**config.mk**
```make
export PLATFORM = sky130hd
export DESIGN_NAME = seg_display_mux
export DESIGN_NICKNAME = d
export VERILOG_FILES = /design/src/rtl/seg_disp_pkg.sv /design/src/rtl/seg_glyph_decode.sv /design/src/rtl/seg_display_mux.sv
export SDC_FILE = /design/constraint.sdc
export NUM_CORES = 1
export LEC_CHECK = 0
export CAP_MARGIN = 20
export CORE_UTILIZATION = 59
export DETAILED_ROUTE_END_ITERATION = 16
export GPL_TIMING_DRIVEN = 1
export HOLD_SLACK_MARGIN = 0.03
export PLACE_DENSITY_LB_ADDON = 0.3
export SETUP_SLACK_MARGIN = 0.3
export SYNTH_ARGS = -nofsm -noshare
export SYNTH_HDL_FRONTEND = slang
export SYNTH_HIERARCHICAL = 1
export SYNTH_SLANG_ARGS = --single-unit
```
**constraint.sdc**
```tcl
create_clock -name clk -period 13.9 [get_ports clk]
set_input_delay 2.78 -clock clk [delete_from_list [all_inputs] [get_ports clk]]
set_output_delay 2.78 -clock clk [all_outputs]
set_load 0.05 [all_outputs]
```
**src/rtl/seg_disp_pkg.sv**
```systemverilog
// Shared glyph codes and active-low {g..a} segment patterns for the
// multiplexed seven-segment display driver.
package seg_disp_pkg;

    typedef logic [4:0] glyph_t;
    typedef logic [6:0] seg_t;

    localparam glyph_t GLYPH_BLANK = 5'h10;
    localparam glyph_t GLYPH_MINUS = 5'h11;
    localparam glyph_t GLYPH_UNDER = 5'h12;
    localparam glyph_t GLYPH_DEG   = 5'h13;

    localparam seg_t SEG_OFF   = 7'h7F;
    localparam seg_t SEG_MINUS = 7'h3F;
    localparam seg_t SEG_UNDER = 7'h77;
    localparam seg_t SEG_DEG   = 7'h1C;

    // Hex font, entry 0 in the low slice; a cleared bit lights that segment.
    localparam logic [15:0][6:0] HEX_PATTERNS = {
        7'h0E, 7'h06, 7'h21, 7'h46, 7'h03, 7'h08, 7'h10, 7'h00,
        7'h78, 7'h02, 7'h12, 7'h19, 7'h30, 7'h24, 7'h79, 7'h40
    };

endpackage

```
**src/rtl/seg_glyph_decode.sv**
```systemverilog
// Combinational glyph decoder: 5-bit glyph code to active-low {g..a} pattern.
module seg_glyph_decode
    import seg_disp_pkg::*;
(
    input  logic [4:0] code,
    output logic [6:0] pattern
);

    always_comb begin
        pattern = SEG_OFF;
        if (!code[4]) begin
            pattern = HEX_PATTERNS[code[3:0]];
        end else begin
            case (code)
                GLYPH_MINUS: pattern = SEG_MINUS;
                GLYPH_UNDER: pattern = SEG_UNDER;
                GLYPH_DEG:   pattern = SEG_DEG;
                default:     pattern = SEG_OFF;
            endcase
        end
    end

endmodule

```
**src/rtl/seg_display_mux.sv**
```systemverilog
// Time-multiplexed seven-segment driver: per-digit slots split into 16
// brightness subslots, frame-coherent shadow registers, dead-time anti-ghosting.
module seg_display_mux
    import seg_disp_pkg::*;
#(
    parameter int NUM_DIGITS  = 8,
    parameter int REFRESH_DIV = 100000,
    parameter int DEAD_CYC    = 2,
    parameter int SIMULATE    = 0
) (
    input  logic                    clk,
    input  logic                    reset,
    input  logic [NUM_DIGITS*5-1:0] digits,
    input  logic [NUM_DIGITS-1:0]   dp_in,
    input  logic [NUM_DIGITS-1:0]   blank_mask,
    input  logic [3:0]              brightness,
    output logic [6:0]              seg,
    output logic                    dp,
    output logic [NUM_DIGITS-1:0]   an,
    output logic [3:0]              digit_idx,
    output logic                    frame_done
);

    localparam int REFRESH_EFF = (SIMULATE != 0) ? 32 : REFRESH_DIV;
    localparam int SUB_CYC     = REFRESH_EFF / 16;
    localparam int CW          = (SUB_CYC > 1) ? $clog2(SUB_CYC) : 1;
    localparam logic [CW-1:0] CYC_LAST = CW'(SUB_CYC - 1);
    localparam logic [3:0]    IDX_LAST = 4'(NUM_DIGITS - 1);

    if (REFRESH_DIV % 16 != 0) begin : g_bad_refresh_div
        $error("seg_display_mux: REFRESH_DIV must be a multiple of 16");
    end
    if (DEAD_CYC < 0 || DEAD_CYC >= REFRESH_DIV / 16) begin : g_bad_dead_cyc
        $error("seg_display_mux: DEAD_CYC must be below REFRESH_DIV/16");
    end
    if (NUM_DIGITS < 1 || NUM_DIGITS > 16) begin : g_bad_num_digits
        $error("seg_display_mux: NUM_DIGITS must be in 1..16");
    end

    logic [CW-1:0] cyc_cnt, cyc_nxt;
    logic [3:0]    sub_cnt, sub_nxt;
    logic [3:0]    idx_nxt;
    logic [3:0]    bright_q, bright_nxt;
    logic          sub_end, slot_end, frame_end;
    logic          capture_pending;
    logic          an_on;
    logic [NUM_DIGITS-1:0] an_nxt;

    logic [NUM_DIGITS*5-1:0] shadow_codes;
    logic [NUM_DIGITS-1:0]   shadow_dp;
    logic [NUM_DIGITS-1:0]   shadow_blank;

    logic [4:0] cur_code;
    logic       cur_dp;
    logic       cur_blank;
    logic [6:0] glyph_pat;

    seg_glyph_decode u_decode (
        .code    (cur_code),
        .pattern (glyph_pat)
    );

    always_comb begin
        sub_end   = (cyc_cnt == CYC_LAST);
        slot_end  = sub_end && (sub_cnt == 4'd15);
        frame_end = slot_end && (digit_idx == IDX_LAST);

        cyc_nxt = sub_end ? '0 : cyc_cnt + CW'(1);
        sub_nxt = sub_end ? sub_cnt + 4'd1 : sub_cnt;
        idx_nxt = digit_idx;
        if (slot_end) begin
            idx_nxt = frame_end ? 4'd0 : digit_idx + 4'd1;
        end
        bright_nxt = slot_end ? brightness : bright_q;

        // Anode is registered from next-cycle counters so it lines up with the slot position.
        an_on = (sub_nxt <= bright_nxt) &&
                (int'(sub_nxt) * SUB_CYC + int'(cyc_nxt) >= DEAD_CYC);

        an_nxt    = '1;
        cur_code  = GLYPH_BLANK;
        cur_dp    = 1'b0;
        cur_blank = 1'b1;
        for (int i = 0; i < NUM_DIGITS; i++) begin
            if (idx_nxt == 4'(i) && an_on) begin
                an_nxt[i] = 1'b0;
            end
            if (digit_idx == 4'(i)) begin
                cur_code  = shadow_codes[i*5 +: 5];
                cur_dp    = shadow_dp[i];
                cur_blank = shadow_blank[i];
            end
        end
    end

    // NOTE: the shadow bank is reset on purpose: a display lit from
    // uninitialised registers would flash garbage before the first capture.
    always_ff @(posedge clk) begin
        if (reset) begin
            cyc_cnt         <= '0;
            sub_cnt         <= '0;
            digit_idx       <= '0;
            bright_q        <= brightness;
            capture_pending <= 1'b1;
            shadow_codes    <= {NUM_DIGITS{GLYPH_BLANK}};
            shadow_dp       <= '0;
            shadow_blank    <= '1;
            seg             <= SEG_OFF;
            dp              <= 1'b1;
            an              <= '1;
            frame_done      <= 1'b0;
        end else begin
            cyc_cnt         <= cyc_nxt;
            sub_cnt         <= sub_nxt;
            digit_idx       <= idx_nxt;
            bright_q        <= bright_nxt;
            capture_pending <= 1'b0;
            if (capture_pending || frame_end) begin
                shadow_codes <= digits;
                shadow_dp    <= dp_in;
                shadow_blank <= blank_mask;
            end
            seg        <= cur_blank ? SEG_OFF : glyph_pat;
            dp         <= cur_blank | ~cur_dp;
            an         <= an_nxt;
            frame_done <= frame_end;
        end
    end

endmodule
```
# Word-level counts from Yosys, hierarchy flattened
# Memory sizes are Yosys's and may differ from the RTL's.
# Index checks and enable logic that the tools add are counted.
[op_classes] eq_ne=19 n_mul=1 n_lt_le_gt_ge=3 bitwise_logic=2 n_reduce_logical=15 n_div=0 n_mux=42 add_sub_neg=4 shifts=0
[op_table] operator="$mux 5" count=8
[op_table] operator="$eq 4x3->1 const B" count=8
[op_table] operator="$mux 1" count=25
[op_table] operator="$pmux 7 s3" count=1
[op_table] operator="$mux 4" count=5
[op_table] operator="$add 17x13->18" count=1
[op_table] operator="$ge 18x2->1 const B" count=1
[op_table] operator="$eq 4x2->1 const B" count=4
[op_table] operator="$mul 4x12->16 const B" count=1
[op_table] operator="$eq 5x5->1 const B" count=3
[op_table] operator="$mux 7" count=2
[op_table] operator="$add 13x1->13 const B" count=1
[op_table] operator="$eq 13x13->1 const B" count=1
[op_table] operator="$mux 13" count=1
[op_table] operator="$logic_and 1x1->1" count=11
[op_table] operator="$add 4x1->4 const B" count=2
[op_table] operator="$eq 4x1->1 const B" count=2
[op_table] operator="$logic_not 4->1" count=2
[op_table] operator="$lt 4x5->1 const B" count=1
[op_table] operator="$eq 4x4->1 const B" count=1
[op_table] operator="$le 4x4->1" count=1
[op_table] operator="$reduce_or 2->1" count=1
[op_table] operator="$logic_or 1x1->1" count=1
[op_table] operator="$not 1->1" count=1
[op_table] operator="$or 1x1->1" count=1
[totals] latch_bits=0 word_cells=99 output_inout_bits=21 ff_bits=99 romBits=112 input_bits=62 memories=1 ramBits=0
[memory_table] memory="(name not given)" words=16 word_bits=7 rd=1 rd_ports_with_merged_regs=0 wr=0 line="seg_glyph_decode.sv:12" rtl="pattern = HEX_PATTERNS[code[3:0]];"

# Longest topological paths before layout
# Gate-level depths: netlist (run 1).
[logic_depth] word_depth=12 ltp_mapped=27 depth_no_buf=25

# By module
# Netlist (run 1), hierarchy kept.
[by_module_without_submodules] mod="seg_display_mux" cells_each=690 n_inst=1 area_each_um2=5406.4
[by_module_without_submodules] mod="seg_glyph_decode" cells_each=47 n_inst=1 area_each_um2=341.6

# Worst setup path before layout (run 1)
# OpenSTA, ideal clock, no wires.
[synth_timing] path_type="register to register" from="reg cyc_cnt[7]" to="reg an[1]" stages_incl_launch_ff=26 setup_time_ns=0.062 setup_slack_ns=8.559 path_buffers=2 arrival_ns=5.279 path_cell_list="dfxtp_1 > or4b_1 > nor4_4 > buf_2 > mux2i_1 > inv_1 > ha_1 > xnor2_1 > ha_1 > a21o_1 > ha_1 > a21o_1 > a21oi_1 > o21ai_1 > o21ai_1 > nor3b_1 > xor2_1 > ha_1 > nor4_1 > o2111a_1 > o2111ai_1 > nor4_1 > nand3_1 > or4_1 > buf_2 > nand3_1"
[synth_between] elab_chain_cells=8 elab_cells_between_ends=17 classes_between="add/sub: 2; mul: 1; order compare: 2; eq/ne: 2; mux: 6; reduce/logical: 4"
[synth_lines] element="from (decl)" line="seg_display_mux.sv:40" rtl="logic [CW-1:0] cyc_cnt, cyc_nxt;"
[synth_lines] element="from (signal assigned)" line="seg_display_mux.sv:113" rtl="cyc_cnt <= cyc_nxt;"
[synth_lines] element="$eq 13x13->1 *" line="seg_display_mux.sv:64" rtl="sub_end = (cyc_cnt == CYC_LAST);"
[synth_lines] element="$mux 4 *" line="seg_display_mux.sv:69" rtl="sub_nxt = sub_end ? sub_cnt + 4'd1 : sub_cnt;"
[synth_lines] element="net sub_nxt[1]" line="seg_display_mux.sv:41" rtl="logic [3:0] sub_cnt, sub_nxt;"
[synth_lines] element="$mul 4x12->16" line="seg_display_mux.sv:78" rtl="(int'(sub_nxt) * SUB_CYC + int'(cyc_nxt) >= DEAD_CYC);"
[synth_lines] element="$add 17x13->18" line="seg_display_mux.sv:78"
[synth_lines] element="$ge 18x2->1" line="seg_display_mux.sv:78"
[synth_lines] element="$logic_and 1x1->1 *" line="seg_display_mux.sv:77" rtl="an_on = (sub_nxt <= bright_nxt) &&"
[synth_lines] element="$logic_and 1x1->1 *" line="seg_display_mux.sv:85" rtl="if (idx_nxt == 4'(i) && an_on) begin"
[synth_lines] element="$mux 1 *" line="seg_display_mux.sv:85"
[synth_lines] element="to (signal assigned)" line="seg_display_mux.sv:125" rtl="an <= an_nxt;"
[synth_lines] element="to (decl)" line="seg_display_mux.sv:19" rtl="output logic [NUM_DIGITS-1:0] an,"
# The timed path passes the listed nets; every way through them passes the cells marked *.
# A chain may end at the register's enable or synchronous reset.

# Worst setup path after layout (run 1)
[layout_timing] from="reg cyc_cnt[7]" to="reg an[7]"
# The elaborated chain is that of the path after synthesis.

==> results.cfg, run 1 <==
[logic_synthesis]
ys.flop_type = dfxtp_1
ys_types = 62
synth_top_area_cell = dfxtp_1
ys_seq_area_share_pct = 34.5
synth_edf_count = 0
async_flop_share_pct = 0
syn_area_um2 = 5750
synth_area_per_cell_um2 = 7.80
synthTopCellsByArea = dfxtp_1, nand2_1, ha_1
ys_ff_latch = 99
synth.top_cell.area_share_pct = 34.5
syn_inst = 737
synth_nets = 847
synth_warnings = 6

[critical_path]
start_kind = register
crit_end = an[7]$_SDFF_PP1_
crit_start = cyc_cnt[7]$_SDFF_PP0_
timing.rr.start = cyc_cnt[7]$_SDFF_PP0_
crit_chain = or4b_1 > nor4_4 > nand4_1 > xnor2_1 > ha_1 > xnor2_1 > ha_1 > a21o_1 > ha_1 > a21o_1 > a21oi_1 > o21ai_1 > o21ai_1 > xnor2_1 > ha_1 > a21oi_1 > and3_1 > a221oi_1 > a31oi_1 > o311ai_0 > or4_1 > nand3_1
crit_top_cell = ha_1
cp.arrival_ns = 6.22
worst-path-max-fanout = 8
required_ns = 14.20
slowest_stage = or4_1
r2r_slack_ns = 7.98
crit_type = reg2reg
endpoint_kind = register
cpPeakStageDelay_ns = 0.68
rr_endpoint = an[7]$_SDFF_PP1_
reg2regPathDepth = 22

[route]
avgRoutedWirePerCell_um = 15.6
viasPerCell = 5.90
first_pass_iters = 5
ant_nets = 0
routed_wl_mm = 14.5
drt-initial-drc-count = 294
route.met2.wl_mm = 7.25
wl_met3_um = 779
drt-met1-wl_mm = 6.11
routed-via-count = 5471
highest_layer = met4
post-route-drc-count = 0

[sta]
max_freq_mhz = 169
slew-limit-headroom_pct = 27.7
rsz0062_at_grt = no
final-setup-viol-count = 0
hold_viol = 0
fin_crit_sh_pct = 42.6
period_minus_slack_ns = 5.92
drv_slew = 0
fin_tns_setup_ns = 0
skew_ns = 0.0134
tightestPinTransition_ns = 1.08

[global_routing]
grt_overflow_total = 0
first_global_vias = 5219
grt_max_degree = 93
grt_util_all_layers_pct = 29.1
antenna_found_initial = 0
grt_pass1_wl_mm = 23.6

[clock_tree]
cts_resized = 0
cts_root_buf = clkbuf_8
h-tree-depth = 3
cts_num_sinks = 99
cts_hold_repair.buffers = 0
cts_buffers = 9
clock_latency_ns = 0.36
post_cts_buffers = 0
cts_tree = done
clk_pin_slew_ns = 0.10
clock_path_buffers = 2

[floorplanning]
pin_count = 83
core.rowCount = 35
core-area_um2 = 9330
start_util_pct = 61.6
die_h_um = 101
dieArea_um2 = 10100
die_w_um = 101

[power_and_ir_drop]
intPower_w = 0.000419
switching_share_pct = 26.2
p_clk_share_pct = 33.1
power_density_nw_per_um2 = 83.0
seq_power_share_pct = 53.4
netSwitchingPower_w = 0.000148
power_w = 0.000567
comb_power_share_pct = 13.5
ir_drop_mv = 0.0552
power_leakage_nw = 2.80

[finish]
drive_gt1_share_pct = 4.01
diodes = 0
syn2layout_area_growth_pct = 18.9
fillerInstances = 742
final_common_cell = nand2_1
layout.nets = 903
layout_common_cells = nand2_1, dfxtp_1, clkdlybuf4s50_1

[placement]
post-dp-hpwl_mm = 10.5
port_buffers = 82
gp_congestion = 0.863

[status]
status = complete, no violations

[hold_path]
worstHoldPathType = reg2reg

[job]
cap_violations = 0
## how the worst min path moves through the flow
| stage | cells after the start | end | startpoint | slack, ns |
|---|---|---|---|---|
| floorplan | 2 | shadow_codes[30]$_SDFFE_PP0P_ | shadow_codes[30]$_SDFFE_PP0P_ | 0.43 |
| global placement | 2 | shadow_codes[30]$_SDFFE_PP0P_ | shadow_codes[30]$_SDFFE_PP0P_ | 0.44 |
| detailed placement | 2 | shadow_codes[2]$_SDFFE_PP0P_ | shadow_codes[2]$_SDFFE_PP0P_ | 0.45 |
| CTS | 2 | shadow_codes[2]$_SDFFE_PP0P_ | shadow_codes[2]$_SDFFE_PP0P_ | 0.46 |
| global route | 2 | shadow_codes[13]$_SDFFE_PP0P_ | shadow_codes[13]$_SDFFE_PP0P_ | 0.48 |
| finish | 2 | shadow_codes[6]$_SDFFE_PP0P_ | shadow_codes[6]$_SDFFE_PP0P_ | 0.46 |
## flip-flops by register name (all words and copies together), names as in the netlist
signal and cells:
frame_done 1, cyc_cnt 13, shadow_dp 8, shadow_blank 8, dp 1, digit_idx 4, sub_cnt 4, seg 7
bright_q 4, capture_pending 1, an 8, shadow_codes 40
## worst max-delay path, delay by kind of cell, from the launching register on
| family | cells | cell delay [ns] |
|---|---|---|
| simple gates | 6 | 2.12 |
| compound gates | 9 | 1.54 |
| fa+ha+maj | 4 | 1.11 |
| xor+xnor | 3 | 0.74 |
| flops | 1 | 0.36 |
## power by group through the flow
stage	combinational [W]	sequential [W]	clock, W
floorplan	0.0000428	0.000310	0
global placement	0.0000727	0.000308	0
detailed placement	0.0000753	0.000309	0
CTS	0.0000756	0.000302	0.000189
global route	0.0000847	0.000304	0.000202
finish	0.0000765	0.000303	0.000188
## cell families (layout without fill, tap and decap cells)
family / after synthesis / after routing / synth area share, %
compound gates: 163 / 163 / 17.3
buf+inv: 64 / 125 / 4.38
xor+xnor: 31 / 31 / 4.72
mux: 12 / 12 / 2.18
fa+ha+maj: 48 / 48 / 10.6
flops: 99 / 99 / 34.5
simple gates: 320 / 320 / 26.4
## per-layer routing
metal	GRT usage [%]	vias to the layer above
met5	0	-
met4	11.4	0
met3	4.30	31
met2	51.4	177
met1	35.7	2581
li1	-	2682
## synthesized netlist by cell type (4+ instances only)
library cell  number
a211oi_1           5
a21o_1             4
a21oi_1           76
a221oi_1           5
a31oi_1            7
and3_1            11
buf_1              4
buf_2              6
clkbuf_1          32
dfxtp_1           99
ha_1              47
inv_1             19
mux2i_1            8
nand2_1          160
nand2b_1           7
nand3_1           18
nand3b_1          20
nand4_1            4
nor2_1            39
nor2b_1           13
nor3_1            22
o21ai_0           18
o21ai_1           13
o22ai_1            4
or3_1              8
xnor2_1           20
xor2_1            11
## stage by stage
step	hold slack [ns]	std cells	utilization (%)	setup slack [ns]	cell area, um^2
5_1_grt	0.483	927	73.3	7.54	6840
3_3_place_gp	0.437	909	70.9	8.34	6610
6_report	0.460	927	73.3	7.98	6840
2_1_floorplan	0.427	737	-	8.56	5750
3_5_place_dp	0.445	909	70.9	8.05	6610
4_1_cts	0.460	925	73.0	8.04	6810
## final cells by class
cell class | instances | area [um^2] | area share [%]
Clock buffer | 10 | 128 | 1.87
Clock inverter | 6 | 72.6 | 1.06
Inverter | 21 | 78.8 | 1.15
Multi-Input combinational cell | 574 | 3540 | 51.8
Sequential cell | 99 | 1980 | 29.0
Tap cell | 129 | 161 | 2.36
Timing Repair Buffer | 88 | 873 | 12.8
No activity file was read; power rests on OpenSTA's default activity.
==> run 2, diff against run 1 <==
--- a/config.mk
+++ b/config.mk
@@ -6,7 +6,7 @@
 export NUM_CORES = 1
 export LEC_CHECK = 0
 export CAP_MARGIN = 20
-export CORE_UTILIZATION = 59
+export CORE_UTILIZATION = 55
 export DETAILED_ROUTE_END_ITERATION = 16
 export GPL_TIMING_DRIVEN = 1
 export HOLD_SLACK_MARGIN = 0.03
==> constraint.sdc (replaced) <==
create_clock -name clk -period 5.61 [get_ports clk]
set_input_delay 1.122 -clock clk [delete_from_list [all_inputs] [get_ports clk]]
set_output_delay 1.122 -clock clk [all_outputs]
set_load 0.05 [all_outputs]
==> run 2 against run 1 <==
Net effect: clock power rose to 3.2 times the previous value; non-clock buffer count rose by 17; critical path depth did not move; final cell count rose by 2.3%; utilization fell by 0.88 points; total power rose to 2.7 times the previous value; global-route usage fell by 1.9 points; via count barely moved; setup slack got worse by 7.6 ns; register-to-register slack got worse by 7.6 ns; largest cell class unchanged; largest power group unchanged.
==> results.cfg, run 2 (synthesized netlist as in run 1, its figures left out) <==
[sta]
slew-limit-headroom_pct = 22.3
final-setup-viol-count = 0
hold_viol = 0
rsz0062_at_grt = yes
drv_slew = 0
period_minus_slack_ns = 5.21
fin_hold_ws_ns = 0.457
tightestPinTransition_ns = 1.17
max_freq_mhz = 192
skew_ns = 0.0131
fin_crit_sh_pct = 92.9

[critical_path]
worst-path-max-fanout = 8
cp.depth = 22
start_kind = register
cpPeakStageDelay_ns = 0.63
slowest_stage = or4_4
cp_top_family = simple AND/OR/NAND/NOR gates
crit_type = reg2reg
endpoint_kind = register
crit_start = cyc_cnt[8]$_SDFF_PP0_
rr_endpoint = an[1]$_SDFF_PP1_
cp.arrival_ns = 5.53
reg2regPathDepth = 22
required_ns = 5.93
r2r_slack_ns = 0.40
path_buf_inv = 3
timing.rr.start = cyc_cnt[8]$_SDFF_PP0_
crit_end = an[1]$_SDFF_PP1_
crit_chain = or4b_4 > nor4_4 > buf_4 > mux2i_4 > inv_2 > buf_4 > ha_1 > xor2_1 > ha_1 > a21oi_2 > o21ai_2 > o21ai_2 > nor3b_2 > xor2_1 > ha_2 > nor4_2 > o2111a_1 > o2111ai_2 > nor4_2 > nand3_1 > or4_4 > nand3_2

[floorplanning]
core-area_um2 = 9950
pin_count = 83
die_w_um = 104
dieArea_um2 = 10900
die_h_um = 104
core.rowCount = 36
start_util_pct = 57.7

[finish]
largest-register = shadow_codes
layout.nets = 920
layout_common_cells = nand2_1, dfxtp_1, clkdlybuf4s50_1
syn2layout_area_growth_pct = 25.4
fillerInstances = 782
fin_area_um2 = 7210
final_common_cell = nand2_1
drive_gt1_share_pct = 9.94
diodes = 0
largest_reg_flops = 40
top_regs = shadow_codes: 40 flops, cyc_cnt: 13 flops

[placement]
post-dp-hpwl_mm = 10.4
gp_congestion = 0.862
place_area_um2 = 6660
port_buffers = 82

[global_routing]
grt_max_degree = 57
grt_overflow_total = 0
grt_pass1_wl_mm = 24.0
antenna_found_initial = 0
first_global_vias = 5085
grt_util_all_layers_pct = 27.3

[clock_tree]
h-tree-depth = 3
cts_hold_repair.buffers = 0
clock_latency_ns = 0.39
clock_path_buffers = 2
cts_root_buf = clkbuf_8
cts_tree = done
cts_buffers = 9
cts_num_sinks = 99
clk_pin_slew_ns = 0.09

[power_and_ir_drop]
power_density_nw_per_um2 = 213
intPower_w = 0.00117
comb_power_share_pct = 12.7
ir_drop_mv = 0.215
seq_power_share_pct = 48.7
power_leakage_nw = 2.95
p_clk_share_pct = 38.6
netSwitchingPower_w = 0.000368
switching_share_pct = 23.9

[hold_path]
worstHoldPathType = reg2reg

[route]
viasPerCell = 5.78
post-route-drc-count = 0
first_pass_iters = 5
avgRoutedWirePerCell_um = 15.6
routed-via-count = 5476
routed_wl_mm = 14.8
ant_nets = 0
drt-initial-drc-count = 360

[status]
status = complete, no violations

[job]
cap_violations = 0
[run 2: cell types whose count changed in the layout (fill, tap and decap cells not counted), sizes merged]
cell / delta
clkbuf: -1
clkinv: +2
bufinv: +3
inv: -1
clkinvlp: -3
buf: +17
[run 2: area by class of cell]
| class | instances | area, um^2 | area share (%) |
|---|---|---|---|
| repair buffers | 105 | 1010 | 14.0 |
| clock inverters | 7 | 139 | 1.93 |
| multi-input cells | 574 | 3700 | 51.3 |
| flip-flops and latches | 99 | 1990 | 27.6 |
| well taps | 133 | 166 | 2.31 |
| clock buffers | 9 | 124 | 1.72 |
| inverters | 21 | 78.8 | 1.09 |
[run 2: stage by stage]
step	util (%)	TNS (ns)	cells	worst slack, ns	total power [W]
3_3_place_gp	66.9	0	919	0.136	0.000945
6_report	72.4	0	948	0.401	0.00154
2_1_floorplan	-	0	737	0.305	0.000875
5_1_grt	72.4	0	948	0.128	0.00160
4_1_cts	70.5	0	941	0.359	0.00154
3_5_place_dp	66.9	-0.479	919	-0.0827	0.000951
[run 2: what timing repair did]
item | 4_1_cts | 5_1_grt
setup endpoints to repair | 8 | 8
resized for setup | 9 | 27
pin swaps | 6 | 17
setup buffers | 6 | 6
cloned | 0 | 0
[run 2: worst reg2reg max path, delay by kind of cell, from the launching register on]
kind | cells | cell delay (ns)
AOI/OAI and AO/OA | 5 | 0.68
muxes | 1 | 0.23
and+or+nand+nor | 8 | 2.29
adders and majority gates | 3 | 0.87
xor gates and xnor gates | 2 | 0.25
buffers and inverters | 3 | 0.47
DFF | 1 | 0.36
[run 2: worst min path at each step]
stage,startpoint,end,slack [ns],cells past startpoint
finish,shadow_codes[7]$_SDFFE_PP0P_,shadow_codes[7]$_SDFFE_PP0P_,0.46,2
global route,shadow_codes[7]$_SDFFE_PP0P_,shadow_codes[7]$_SDFFE_PP0P_,0.48,2
CTS,shadow_codes[30]$_SDFFE_PP0P_,shadow_codes[30]$_SDFFE_PP0P_,0.46,2
detailed placement,shadow_codes[31]$_SDFFE_PP0P_,shadow_codes[31]$_SDFFE_PP0P_,0.44,2
global placement,shadow_codes[30]$_SDFFE_PP0P_,shadow_codes[30]$_SDFFE_PP0P_,0.44,2
floorplan,shadow_codes[30]$_SDFFE_PP0P_,shadow_codes[30]$_SDFFE_PP0P_,0.43,2
[run 2: layer usage]
layer	part of all wire, %	track usage [%]	vias up	routed length, um
met2	49	46.1	169	7280
met5	0	0	-	0
met4	1.0	6.43	0	153
met3	6.1	7.02	15	903
met1	44	34.6	2581	6460
li1	-	-	2711	-
[run 2: power by group through the flow]
stage	combinational, W	sequential (W)	clock (W)
after floorplan	0.000106	0.000769	0
after global placement	0.000181	0.000764	0
after detailed placement	0.000185	0.000766	0
after CTS	0.000188	0.000750	0.000598
after global routing	0.000215	0.000753	0.000633
final	0.000196	0.000749	0.000593
==> run 3, diff against run 2 <==
--- a/config.mk
+++ b/config.mk
@@ -5,8 +5,9 @@
 export SDC_FILE = /design/constraint.sdc
 export NUM_CORES = 1
 export LEC_CHECK = 0
+export ABC_AREA = 1
 export CAP_MARGIN = 20
-export CORE_UTILIZATION = 55
+export CORE_UTILIZATION = 56
 export DETAILED_ROUTE_END_ITERATION = 16
 export GPL_TIMING_DRIVEN = 1
 export HOLD_SLACK_MARGIN = 0.03
==> run 3 against run 2 <==
Net effect: synthesized cell count up 26%; area after synthesis up 8.7%; register-to-register slack better by 0.27 ns; design area up 2.8%; maximum frequency up 5.4%; flip-flop and latch count unchanged; combinational power up 9.7%; via count up 10%; final cell count up 21%; first-iteration DRC count down 8.9%; critical path type unchanged; largest cell class unchanged; largest power group unchanged.
==> results.cfg, run 3 <==
[logic_synthesis]
syn_area_um2 = 6250
synth_most_common_cell = nand2_1
ys_types = 39
async_flop_share_pct = 0
synth_edf_count = 0
synth_top_area_cell = dfxtp_1
syn_inst = 926
ys_ff_latch = 99
ys_seq_area_share_pct = 31.7
synthTopCellsByCount = nand2_1, nor2_1, inv_1, dfxtp_1, nand3_1
synth_warnings = 6
synth_nets = 1036
ys.flop_type = dfxtp_1
synthTopCellsByArea = dfxtp_1, nand2_1, ha_1
synth_area_per_cell_um2 = 6.75
synth.top_cell.area_share_pct = 31.7

[critical_path]
reg2regPathDepth = 28
required_ns = 5.87
r2r_slack_ns = 0.67
cpPeakStageDelay_ns = 0.43
start_kind = register
crit_type = reg2reg
worst-path-max-fanout = 8
endpoint_kind = register
cp.arrival_ns = 5.20
slowest_stage = ha_1

[route]
first_pass_iters = 5
avgRoutedWirePerCell_um = 13.1
routed_wl_mm = 15.1
ant_nets = 0
viasPerCell = 5.25
post-route-drc-count = 0
drt-initial-drc-count = 328
routed-via-count = 6023

[power_and_ir_drop]
comb_power_share_pct = 14.7
intPower_w = 0.00108
p_clk_share_pct = 33.6
netSwitchingPower_w = 0.000381
ir_drop_mv = 0.140
power_leakage_nw = 3.57
switching_share_pct = 26.1
seq_power_share_pct = 51.7
power_density_nw_per_um2 = 197

[floorplanning]
start_util_pct = 57.6
core-area_um2 = 10800
dieArea_um2 = 11600
die_h_um = 108
core.rowCount = 38
pin_count = 83
die_w_um = 108

[job]
cap_violations = 0

[clock_tree]
cts_num_sinks = 99
cts_tree = done
cts_buffers = 9
h-tree-depth = 3
clock_latency_ns = 0.38
clock_path_buffers = 2
clk_pin_slew_ns = 0.09
cts_root_buf = clkbuf_8
cts_hold_repair.buffers = 0

[finish]
diodes = 0
top_regs = shadow_codes: 40 flops, cyc_cnt: 13 flops
syn2layout_area_growth_pct = 18.6
largest_reg_flops = 40
final_common_cell = nand2_1
layout.nets = 1113
layout_common_cells = nand2_1, nor2_1, inv_1
drive_gt1_share_pct = 7.54
largest-register = shadow_codes

[placement]
port_buffers = 82
place_ws_ns = 0.513
post-dp-hpwl_mm = 11.3
gp_congestion = 0.878

[global_routing]
first_global_vias = 5434
grt_overflow_total = 0
grt_util_all_layers_pct = 26.9
grt_max_degree = 58
antenna_found_initial = 0
grt_pass1_wl_mm = 24.7

[sta]
period_minus_slack_ns = 4.94
max_freq_mhz = 202
rsz0062_at_grt = no
fin_crit_sh_pct = 88.1
slew-limit-headroom_pct = 40.2
final-setup-viol-count = 0
hold_viol = 0
fin_tns_setup_ns = 0
tightestPinTransition_ns = 0.896
skew_ns = 0.0119
drv_slew = 0
fin_ws_ns = 0.669

[hold_path]
worstHoldPathType = reg2reg
whs_path_depth = 2

[status]
status = complete, no violations
-- run 3: routing by layer --
layer,vias to the layer above,global-route usage [%],wire length [um]
met2,158,44.1,7060
met5,-,0,0
met3,19,4.30,866
met4,0,9.59,252
met1,2715,35.6,6910
li1,3131,-,-
-- run 3: what timing repair did --
action / in CTS / in global routing
resized for setup: 0 / 6
setup buffers: 0 / 2
setup endpoints to repair: 0 / 8
-- run 3: metrics by stage --
stage | power [W] | util [%] | cell area [um^2] | std cells | hold slack (ns)
global route | 0.00152 | 68.4 | 7410 | 1148 | 0.483
finish | 0.00146 | 68.4 | 7410 | 1148 | 0.458
CTS | 0.00146 | 67.9 | 7360 | 1145 | 0.462
global placement | 0.000978 | 65.9 | 7140 | 1129 | 0.444
detailed placement | 0.000981 | 65.9 | 7140 | 1129 | 0.450
floorplan | 0.000904 | - | 6250 | 926 | 0.430
-- run 3: cell type report --
class	instances	area (um^2)
fillers	964	3430
inverters	124	468
clock buffers	13	169
clock inverters	3	45.0
multi-input cells	679	3670
repair buffers	90	901
flip-flops and latches	99	1980
well taps	140	175
-- run 3: power by group through the flow --
stage,Sequential [W],Combinational (W),Clock (W)
after floorplan,0.000775,0.000129,0
after global placement,0.000769,0.000209,0
after detailed placement,0.000770,0.000211,0
after CTS,0.000754,0.000213,0.000494
after global routing,0.000757,0.000239,0.000522
final,0.000754,0.000215,0.000490
-- run 3: cell families (layout without fill, tap and decap cells) --
logic type,after synthesis,after routing,share of synthesized area (%)
AND/OR/NAND/NOR,486,486,35.0
buffers and inverters,148,230,9.83
AO/OA/AOI/OAI,126,126,11.0
flip-flops,99,99,31.7
adder cells (fa/ha/maj),48,48,9.73
XOR/XNOR,19,19,2.66
-- run 3: critical path: cells and delay by family, from the launching register on --
kind            cells  cell delay (ns)
xor+xnor            2             0.30
fa+ha+maj           5             1.60
simple gates       16             1.82
compound gates      2             0.47
flops               1             0.33
buf+inv             3             0.32
-- run 3: path summary, 6_finish.rpt --
check,from,to
setup / recovery,cyc_cnt[1]$_SDFF_PP0_,an[5]$_SDFF_PP1_
hold / removal,shadow_dp[2]$_SDFFE_PP0P_,shadow_dp[2]$_SDFFE_PP0P_
setup reg to reg,cyc_cnt[1]$_SDFF_PP0_,an[5]$_SDFF_PP1_
hold reg to reg,shadow_dp[2]$_SDFFE_PP0P_,shadow_dp[2]$_SDFFE_PP0P_
